--- src/rtl/stopwatch_pkg.sv ---
// Shared constants for the stopwatch: state encoding, debounce default and counter range.
// Imported by the control FSM, and intended for the counter and display blocks as well.
package stopwatch_pkg;

  typedef enum logic [1:0] {
    ST_STOP  = 2'd0,
    ST_RUN   = 2'd1,
    ST_CLEAR = 2'd2
  } sw_state_e;

  localparam int DEFAULT_DB_CYCLES = 1_000_000;
  localparam int SW_COUNT_MAX      = 9999;

  typedef struct packed {
    logic run;
    logic stop;
    logic clear;
  } sw_cmd_t;

  // Exactly one command is active for every legal state; the unused code falls back to stop.
  function automatic sw_cmd_t state_to_cmd(input sw_state_e st);
    sw_cmd_t cmd;
    cmd = '{run: 1'b0, stop: 1'b0, clear: 1'b0};
    case (st)
      ST_RUN:   cmd.run   = 1'b1;
      ST_CLEAR: cmd.clear = 1'b1;
      default:  cmd.stop  = 1'b1;
    endcase
    return cmd;
  endfunction

endpackage

--- src/rtl/btn_debounce.sv ---
// Raw push-button conditioning: 2-flop synchronizer, stability counter and
// rising-edge press pulse derived from the debounced level.
module btn_debounce #(
  parameter int DB_CYCLES = 4
) (
  input  logic clk,
  input  logic reset,
  input  logic i_btn,
  output logic o_level,
  output logic o_press
);

  localparam int CNT_W = $clog2(DB_CYCLES);
  localparam logic [CNT_W-1:0] CNT_LAST = CNT_W'(DB_CYCLES - 1);

  logic             sync1_q;
  logic             sync2_q;
  logic [CNT_W-1:0] cnt_q;
  logic [CNT_W-1:0] cnt_d;
  logic             level_q;
  logic             level_d;
  logic             level_dly_q;

  always_ff @(posedge clk or negedge reset) begin
    if (!reset) begin
      sync1_q     <= 1'b0;
      sync2_q     <= 1'b0;
      cnt_q       <= '0;
      level_q     <= 1'b0;
      level_dly_q <= 1'b0;
    end else begin
      sync1_q     <= i_btn;
      sync2_q     <= sync1_q;
      cnt_q       <= cnt_d;
      level_q     <= level_d;
      level_dly_q <= level_q;
    end
  end

  // Any cycle where the synchronized input agrees with the stable level restarts the count,
  // so only an uninterrupted run of DB_CYCLES disagreeing samples moves the level.
  always_comb begin
    cnt_d   = cnt_q;
    level_d = level_q;
    if (sync2_q == level_q) begin
      cnt_d = '0;
    end else if (cnt_q == CNT_LAST) begin
      level_d = sync2_q;
      cnt_d   = '0;
    end else begin
      cnt_d = cnt_q + 1'b1;
    end
  end

  assign o_level = level_q;
  assign o_press = level_q & ~level_dly_q;

endmodule

--- src/rtl/stopwatch_ctrl.sv ---
// Stopwatch command FSM: turns debounced run/stop and clear presses into
// mutually exclusive run / stop / clear levels for the counter.
module stopwatch_ctrl
  import stopwatch_pkg::*;
#(
  parameter int DB_CYCLES = DEFAULT_DB_CYCLES
) (
  input  logic       clk,
  input  logic       reset,
  input  logic       i_btn_run_stop,
  input  logic       i_btn_clear,
  output logic       o_run,
  output logic       o_stop,
  output logic       o_clear,
  output logic [1:0] o_state
);

  sw_state_e state_q;
  sw_state_e state_d;
  sw_cmd_t   cmd;
  logic      run_stop_press;
  logic      clear_press;
  logic      run_stop_level_unused;
  logic      clear_level_unused;

  btn_debounce #(.DB_CYCLES(DB_CYCLES)) u_db_run_stop (
    .clk     (clk),
    .reset   (reset),
    .i_btn   (i_btn_run_stop),
    .o_level (run_stop_level_unused),
    .o_press (run_stop_press)
  );

  btn_debounce #(.DB_CYCLES(DB_CYCLES)) u_db_clear (
    .clk     (clk),
    .reset   (reset),
    .i_btn   (i_btn_clear),
    .o_level (clear_level_unused),
    .o_press (clear_press)
  );

  always_ff @(posedge clk or negedge reset) begin
    if (!reset) begin
      state_q <= ST_STOP;
    end else begin
      state_q <= state_d;
    end
  end

  // Clear wins over run/stop in STOP; RUN only listens to run/stop; CLEAR drops everything.
  always_comb begin
    state_d = state_q;
    case (state_q)
      ST_STOP: begin
        if (clear_press) begin
          state_d = ST_CLEAR;
        end else if (run_stop_press) begin
          state_d = ST_RUN;
        end
      end
      ST_RUN: begin
        if (run_stop_press) begin
          state_d = ST_STOP;
        end
      end
      default: state_d = ST_STOP;
    endcase
  end

  always_comb begin
    cmd = state_to_cmd(state_q);
  end

  assign o_run   = cmd.run;
  assign o_stop  = cmd.stop;
  assign o_clear = cmd.clear;
  assign o_state = state_q;

endmodule

--- config.mk ---
export PLATFORM = sky130hd
export DESIGN_NAME = stopwatch_ctrl
export DESIGN_NICKNAME = d
export VERILOG_FILES = /design/src/rtl/stopwatch_pkg.sv /design/src/rtl/btn_debounce.sv /design/src/rtl/stopwatch_ctrl.sv
export SDC_FILE = /design/constraint.sdc
export NUM_CORES = 1
export LEC_CHECK = 0
export CORE_ASPECT_RATIO = 1.4
export CORE_MARGIN = 5
export CORE_UTILIZATION = 32
export CTS_BUF_LIST = sky130_fd_sc_hd__clkbuf_16
export CTS_CLUSTER_SIZE = 28
export DETAILED_ROUTE_END_ITERATION = 7
export RECOVER_POWER = 25
export SLEW_MARGIN = 20
export SYNTH_ARGS = -nofsm -noshare
export SYNTH_HDL_FRONTEND = slang
export SYNTH_SLANG_ARGS = --single-unit
--- constraint.sdc ---
create_clock -name clk -period 4.47 [get_ports clk]
set_clock_uncertainty 0.15 [all_clocks]
set_input_delay 0.894 -clock clk [delete_from_list [all_inputs] [get_ports clk]]
set_output_delay 0.894 -clock clk [all_outputs]
set_load 0.01 [all_outputs]
Word-level counts from Yosys, hierarchy flattened
Index checks and enable logic that the tools add are counted.
W data, S select, Z words.
{ "totals": {"output_inout_bits": 5, "ff_bits": 50, "input_bits": 4, "elab_cells": 43} }
{ "op_classes": {"n_eq_ne": 8, "n_addsub": 2, "bitwise": 6, "reduce_logical": 5, "mux": 11} }
{ "ops": {"columns": ["op", "count"], "rows": [
  ["$mux W20", 4],
  ["$add A20 B1 Y20 const B", 2],
  ["$eq A20 B20 Y1 const B", 2],
  ["$mux W2", 3],
  ["$reduce_and A2 Y1", 3],
  ["$not A1 Y1", 4],
  ["$pmux W2 S2", 1],
  ["$mux W1", 3],
  ["$ne A3 B3 Y1 const B", 1],
  ["$and A1 B1 Y1", 2],
  ["$eq A1 B1 Y1", 2],
  ["$eq A2 B1 Y1 const B", 1],
  ["$eq A2 B2 Y1 const B", 1],
  ["$logic_not A2 Y1", 1],
  ["$ne A2 B2 Y1 const B", 1],
  ["$reduce_or A2 Y1", 1]
]} }

Depth between registers and ports, before layout
{ "depth": {"depth_word": 5, "ltp_mapped": 6, "mapped_depth_nobuf": 5} }

Hierarchy
A second synthesis with hierarchy kept.
{ "hier_totals": {"hier_cells": 234, "area_unflattened_um2": 2438.6} }
{ "by_module_without_submodules": {"columns": ["mod", "seq_area_each_um2", "area_each_um2", "instances", "cells_per_inst"], "rows": [
  ["btn_debounce", 600.6, 1146.1, 2, 110],
  ["stopwatch_ctrl", 50.0, 146.4, 1, 14]
]} }

Worst setup path before layout
No wires, ideal clock.
{ "synth_timing": {"path_kind": "reg2out", "startpoint": "reg state_q[1], in the netlist o_state[1]", "endpoint": "out o_stop", "required_time_ns": 3.426, "arrival_time_ns": 0.844, "path_stages_with_launch": 4, "n_path_buf": 0, "slack_ns": 2.582, "path_cell_list": "dfrtp_1 inv_1 ha_1 inv_1"} }
{ "synth_between": {"elab_chain_cells": 3, "word_cells_on_any_way": 4, "classes_between": "eq/ne (2); mux (1); reduce/logical (1)"} }
{ "synth_lines": {"columns": ["item", "line_no", "text"], "rows": [
  ["start, declared", "stopwatch_ctrl.sv:18", "sw_state_e state_q;"],
  ["start signal, assigned", "stopwatch_ctrl.sv:46", "state_q <= state_d;"],
  ["$eq A2 B1 Y1 or $eq A2 B2 Y1 (tied branches)", "stopwatch_pkg.sv:24", "case (st)"],
  ["$reduce_or A2 Y1 (no source line) *", null, null],
  ["$mux W1 *", "stopwatch_pkg.sv:24", null],
  ["end, declared", "stopwatch_ctrl.sv:13", "output logic o_stop,"]
]} }
Every way passes the cells marked *; elsewhere a longest branch is shown, timed or not.

Final worst setup path
Same ends and word-level chain as after synthesis.

==> results.md <==
Worst setup path:
- STA classifies the critical path endpoint as a primary output.
- The length in cells of the worst reg-to-reg path is 5.
- Across all register-to-register paths, the minimum setup slack is 2360 ps.
- The origin of the critical flop-to-flop path is u_db_clear.cnt_q[0]$_DFF_PN0_.
- The setup path with the least slack is of type reg -> out.
- The maximum fanout along the worst path is 5.
- The required arrival time at the worst endpoint is 3430 ps.
- The endpoint identified for the worst register-to-register timing path is u_db_clear.cnt_q[11]$_DFF_PN0_.
- The worst path arrival time is about 1600 ps.
- The startpoint class of the critical path is a register.

Die:
- The floorplan die height is 113.3 um.
- The die outline area is 9487 um^2.
- The starting density of the core is between 30% and 40%.
- The floorplan die width is ~84 um.
- In this run the core area contains 37 standard-cell rows.
- The number of ports placed on the die boundary is 9.
- The core outline area is about 7400 um^2.

Timing:
- The total count of hold-check failures in the final report is 0.
- Setup repair after global routing left no endpoint under its margin.
- Counting I/O delays and the setup requirement, the final critical path takes between 2000 and 3000 ps.
- For this run, the top clock speed supported by timing is about 370 MHz.
- Setup violations remaining at the end of the flow were counted as 0.
- The final period utilization is between 50% and 60%.
- Measured against its own limit, the worst slew margin works out to ~51%.
- The number of pins with negative max-slew slack in the final report is 0.
- Setup total negative slack on the finished layout was measured at 0 ps.
- For the pin with the worst max-slew slack, the measured transition is 741.3 ps.

Clock network:
- Counting every sink on the clock net gives 50.
- The clock input transition at the sequential cells of the worst setup and hold paths is approximately 70 ps.
- The quantity of gates resized following cts is 0.
- The quantity of hold-fixing buffers added after cts is 0.
- The number of buffers added by the clock tree synthesis step is 5.
- Clock latency on the worst-skew pair, taken at its later pin, is a little under 300 ps.
- The H-tree was split into 2 levels.
- In this run the clock root is driven by a sky130_fd_sc_hd__clkbuf_16.
- No sink is reached through more buffers than the 2 on the longest clock path.
- The TritonCTS clock tree is yes.
- The post-CTS setup buffer count is 0.

Routing:
- Once detail routing completed, the nets flagged for antenna violations numbered 0.
- After the first detailed-routing iteration, the DRC count stood at between 70 and 80.
- The post-detailed-routing wire length is between 4 and 5 mm.
- The average wire length per cell after detail routing is about 13 um.
- The total via count in the routed design is about 1700.
- The first detailed-routing pass ran for 4 iterations.
- The average via count per standard cell is 4.943.
- After detailed routing, the number of remaining DRC violations is 0.

Logic synthesis:
- Yosys instantiated no cell more often than sky130_fd_sc_hd__dfrtp_1.
- The net count after synthesis is approximately 250.
- The cell count after synthesis came out at about 240.
- The number of synthesized flops with an enable pin is 0.
- The per-instance average area after synthesis is about 10 um^2.
- The number of different library cells used by synthesis comes to 37.
- The cell type contributing the most total cell area after synthesis is sky130_fd_sc_hd__dfrtp_1.
- Among all flip-flop cells after synthesis, the most frequent one is sky130_fd_sc_hd__dfrtp_1.
- After synthesis, the cell types taking the most area are sky130_fd_sc_hd__dfrtp_1 51%, sky130_fd_sc_hd__xnor2_1 7.9%, sky130_fd_sc_hd__nor2_1 5.5%, sky130_fd_sc_hd__ha_1 2.6%, sky130_fd_sc_hd__xor2_1 2.5%.
- The cell area that synthesis handed to floorplanning was 2437 um^2.
- Ranked by instance count, the synthesized netlist is headed by 50 x sky130_fd_sc_hd__dfrtp_1, 36 x sky130_fd_sc_hd__nor2_1, 22 x sky130_fd_sc_hd__xnor2_1.
- After synthesis, the share of flip-flops with an asynchronous set or reset is 100.0%.
- The share of synthesized area in the top cell type comes to between 50 and 60%.
- The total number of yosys warnings is 0.
- In this run, synthesis produced a sequential element count of 50.
- The register area share after synthesis is 51.33%.

Power and ir drop:
- For this design the total switching power over the nets is ~0.00019 W.
- Summing internal, switching and leakage power gives around 0.00092 W.
- The cell-internal power is between 0.0007 and 0.0008 W.
- In this run, flip-flops and latches consume between 50% and 60% of the power.
- Of the total power, combinational logic draws 2.8%.
- The clock share of power is 46.6%.
- The leakage power is 1.116 nW.
- The areal power density over the cells is 327.3 nW/um^2.
- Across the VDD grid, the largest voltage drop is 0.0002173 V.
- Net switching is between 20% and 30% of the power.

Layout:
- The post-route netlist has 9.524% of its cells at a drive strength greater than 1.
- Fill cells in the final layout number 764.
- 0 antenna diodes ended up in the layout.
- The final layout net count is 260.
- Relative to the synthesized area, the layout overhead comes to 15.04%.

Job:
- The number of max-cap violations is 0.

Global route:
- The number of antenna violations at the first check in global routing is 0.
- The leftover overflow at the end of global routing is 0.
- The maximum number of pins on one net before global-route repair is between 50 and 60.
- The first global-routing pass estimated around 8 mm of wire.
- The number of global-route vias before repair is roughly 1800.
- The total routing resource utilization after global routing is 10.23%.

Place:
- The congestion estimate from routability-driven global placement came to 0.7867.
- Input and output buffers added on the ports amount to 8.
- The placed wire-length estimate is 3.191 mm.

Min path:
- The path with the worst hold slack has its endpoint at u_db_run_stop.sync2_q$_DFF_PN0_.
- The path category of the worst min-delay check is reg -> reg.
- The number of cells on the worst hold path is 0.
- The startpoint of the worst hold path is u_db_run_stop.sync1_q$_DFF_PN0_.

Outcome:
- The flow ran to the end, and the final reports show no timing, DRC or antenna violations.
[sequential cells by signal (all words and copies together) (netlist names)]
name,flops
u_db_run_stop.level_dly_q,1
u_db_clear.sync1_q,1
u_db_run_stop.cnt_q,20
u_db_run_stop.o_level,1
u_db_clear.level_dly_q,1
u_db_run_stop.sync1_q,1
o_state,2
u_db_clear.cnt_q,20
u_db_clear.o_level,1
u_db_clear.sync2_q,1
u_db_run_stop.sync2_q,1
[worst max-delay path, cell delays in order (launching register included)]
cell and delay [ps]:
sky130_fd_sc_hd__dfrtp_1 420, sky130_fd_sc_hd__inv_1 80, sky130_fd_sc_hd__ha_1 270, sky130_fd_sc_hd__inv_1 50, sky130_fd_sc_hd__clkdlybuf4s50_1 520
[cell type report]
class	count	area [um^2]	share of cell area, %
timing repair buffer	10	90.09	3.213
tap	97	121.4	4.328
sequential	50	1251	44.62
multi-input combinational	170	1120	39.94
clock buffer	5	125.1	4.462
inverter	14	52.55	1.874
clock inverter	3	43.79	1.562
[worst max-delay path by stage]
stage                                      start  endpoint  slack, ps  depth (start not counted)
after floorplan           o_state[1]$_DFFE_PN0P_    o_stop       2580                          3
final                     o_state[1]$_DFFE_PN0P_    o_stop       1800                          4
after CTS                 o_state[1]$_DFFE_PN0P_    o_stop       1780                          4
after global routing      o_state[1]$_DFFE_PN0P_    o_stop       1710                          4
after global placement    o_state[1]$_DFFE_PN0P_    o_stop       2130                          4
after detailed placement  o_state[1]$_DFFE_PN0P_    o_stop       2100                          4
[metrics by stage]
| stage | instances | area (um^2) | worst slack, ps | util, % | hold slack [ps] |
|---|---|---|---|---|---|
| 6_report | 349 | 2804 | 1798 | 37.85 | 202.0 |
| 5_1_grt | 349 | 2804 | 1711 | 37.85 | 208.1 |
| 4_1_cts | 349 | 2804 | 1778 | 37.85 | 202.8 |
| 3_5_place_dp | 341 | 2635 | 2096 | 35.57 | 187.2 |
| 3_3_place_gp | 341 | 2635 | 2131 | 35.57 | 187.2 |
| 2_1_floorplan | 238 | 2437 | 2582 | - | 181.2 |
[layer usage]
layer	routed length (um)	up-vias	GRT usage, %
li1	-	859	-
met1	1845	850	11.14
met2	2393	9	18.69
met3	85	7	2.695
met4	95	0	4.185
met5	0	-	0
[placed cells by master (no fill, tap or decap), drive strengths merged, types with 2 or more instances in the layout]
| cell | count |
|---|---|
| buf | 3 |
| nor4b | 2 |
| nor4 | 10 |
| nand4 | 11 |
| and3 | 4 |
| nand3b | 3 |
| nand2b | 2 |
| o21ai | 6 |
| ha | 5 |
| dfrtp | 50 |
| xor2 | 7 |
| mux2 | 2 |
| mux2i | 2 |
| a21oi | 10 |
| or3 | 2 |
| nand2 | 12 |
| nand3 | 10 |
| xnor2 | 22 |
| clkdlybuf4s50 | 5 |
| nor2 | 36 |
| or4 | 2 |
| nor3 | 9 |
| inv | 15 |
| clkbuf | 5 |
| a31o | 2 |
| dlygate4sd3 | 2 |
| o31ai | 2 |
| and4 | 2 |
[power groups by stage]
stage               clock, W  sequential [W]  combinational [W]
detailed placement         0        0.000473          0.0000280
global route        0.000461        0.000465          0.0000308
finish              0.000428        0.000464          0.0000261
CTS                 0.000444        0.000464          0.0000281
floorplan                  0        0.000472          0.0000127
global placement           0        0.000473          0.0000274
[cells by family (layout without fill, tap and decap cells)]
logic type,Yosys count,after routing,share of synthesized area [%]
simple gates,109,109,25.20
flops,50,50,51.33
mux,4,4,1.745
xor+xnor,29,29,10.42
fa+ha+maj,5,5,2.567
buf+inv,18,32,2.926
compound gates,23,23,5.801
No activity file was read; power rests on OpenSTA's default activity.
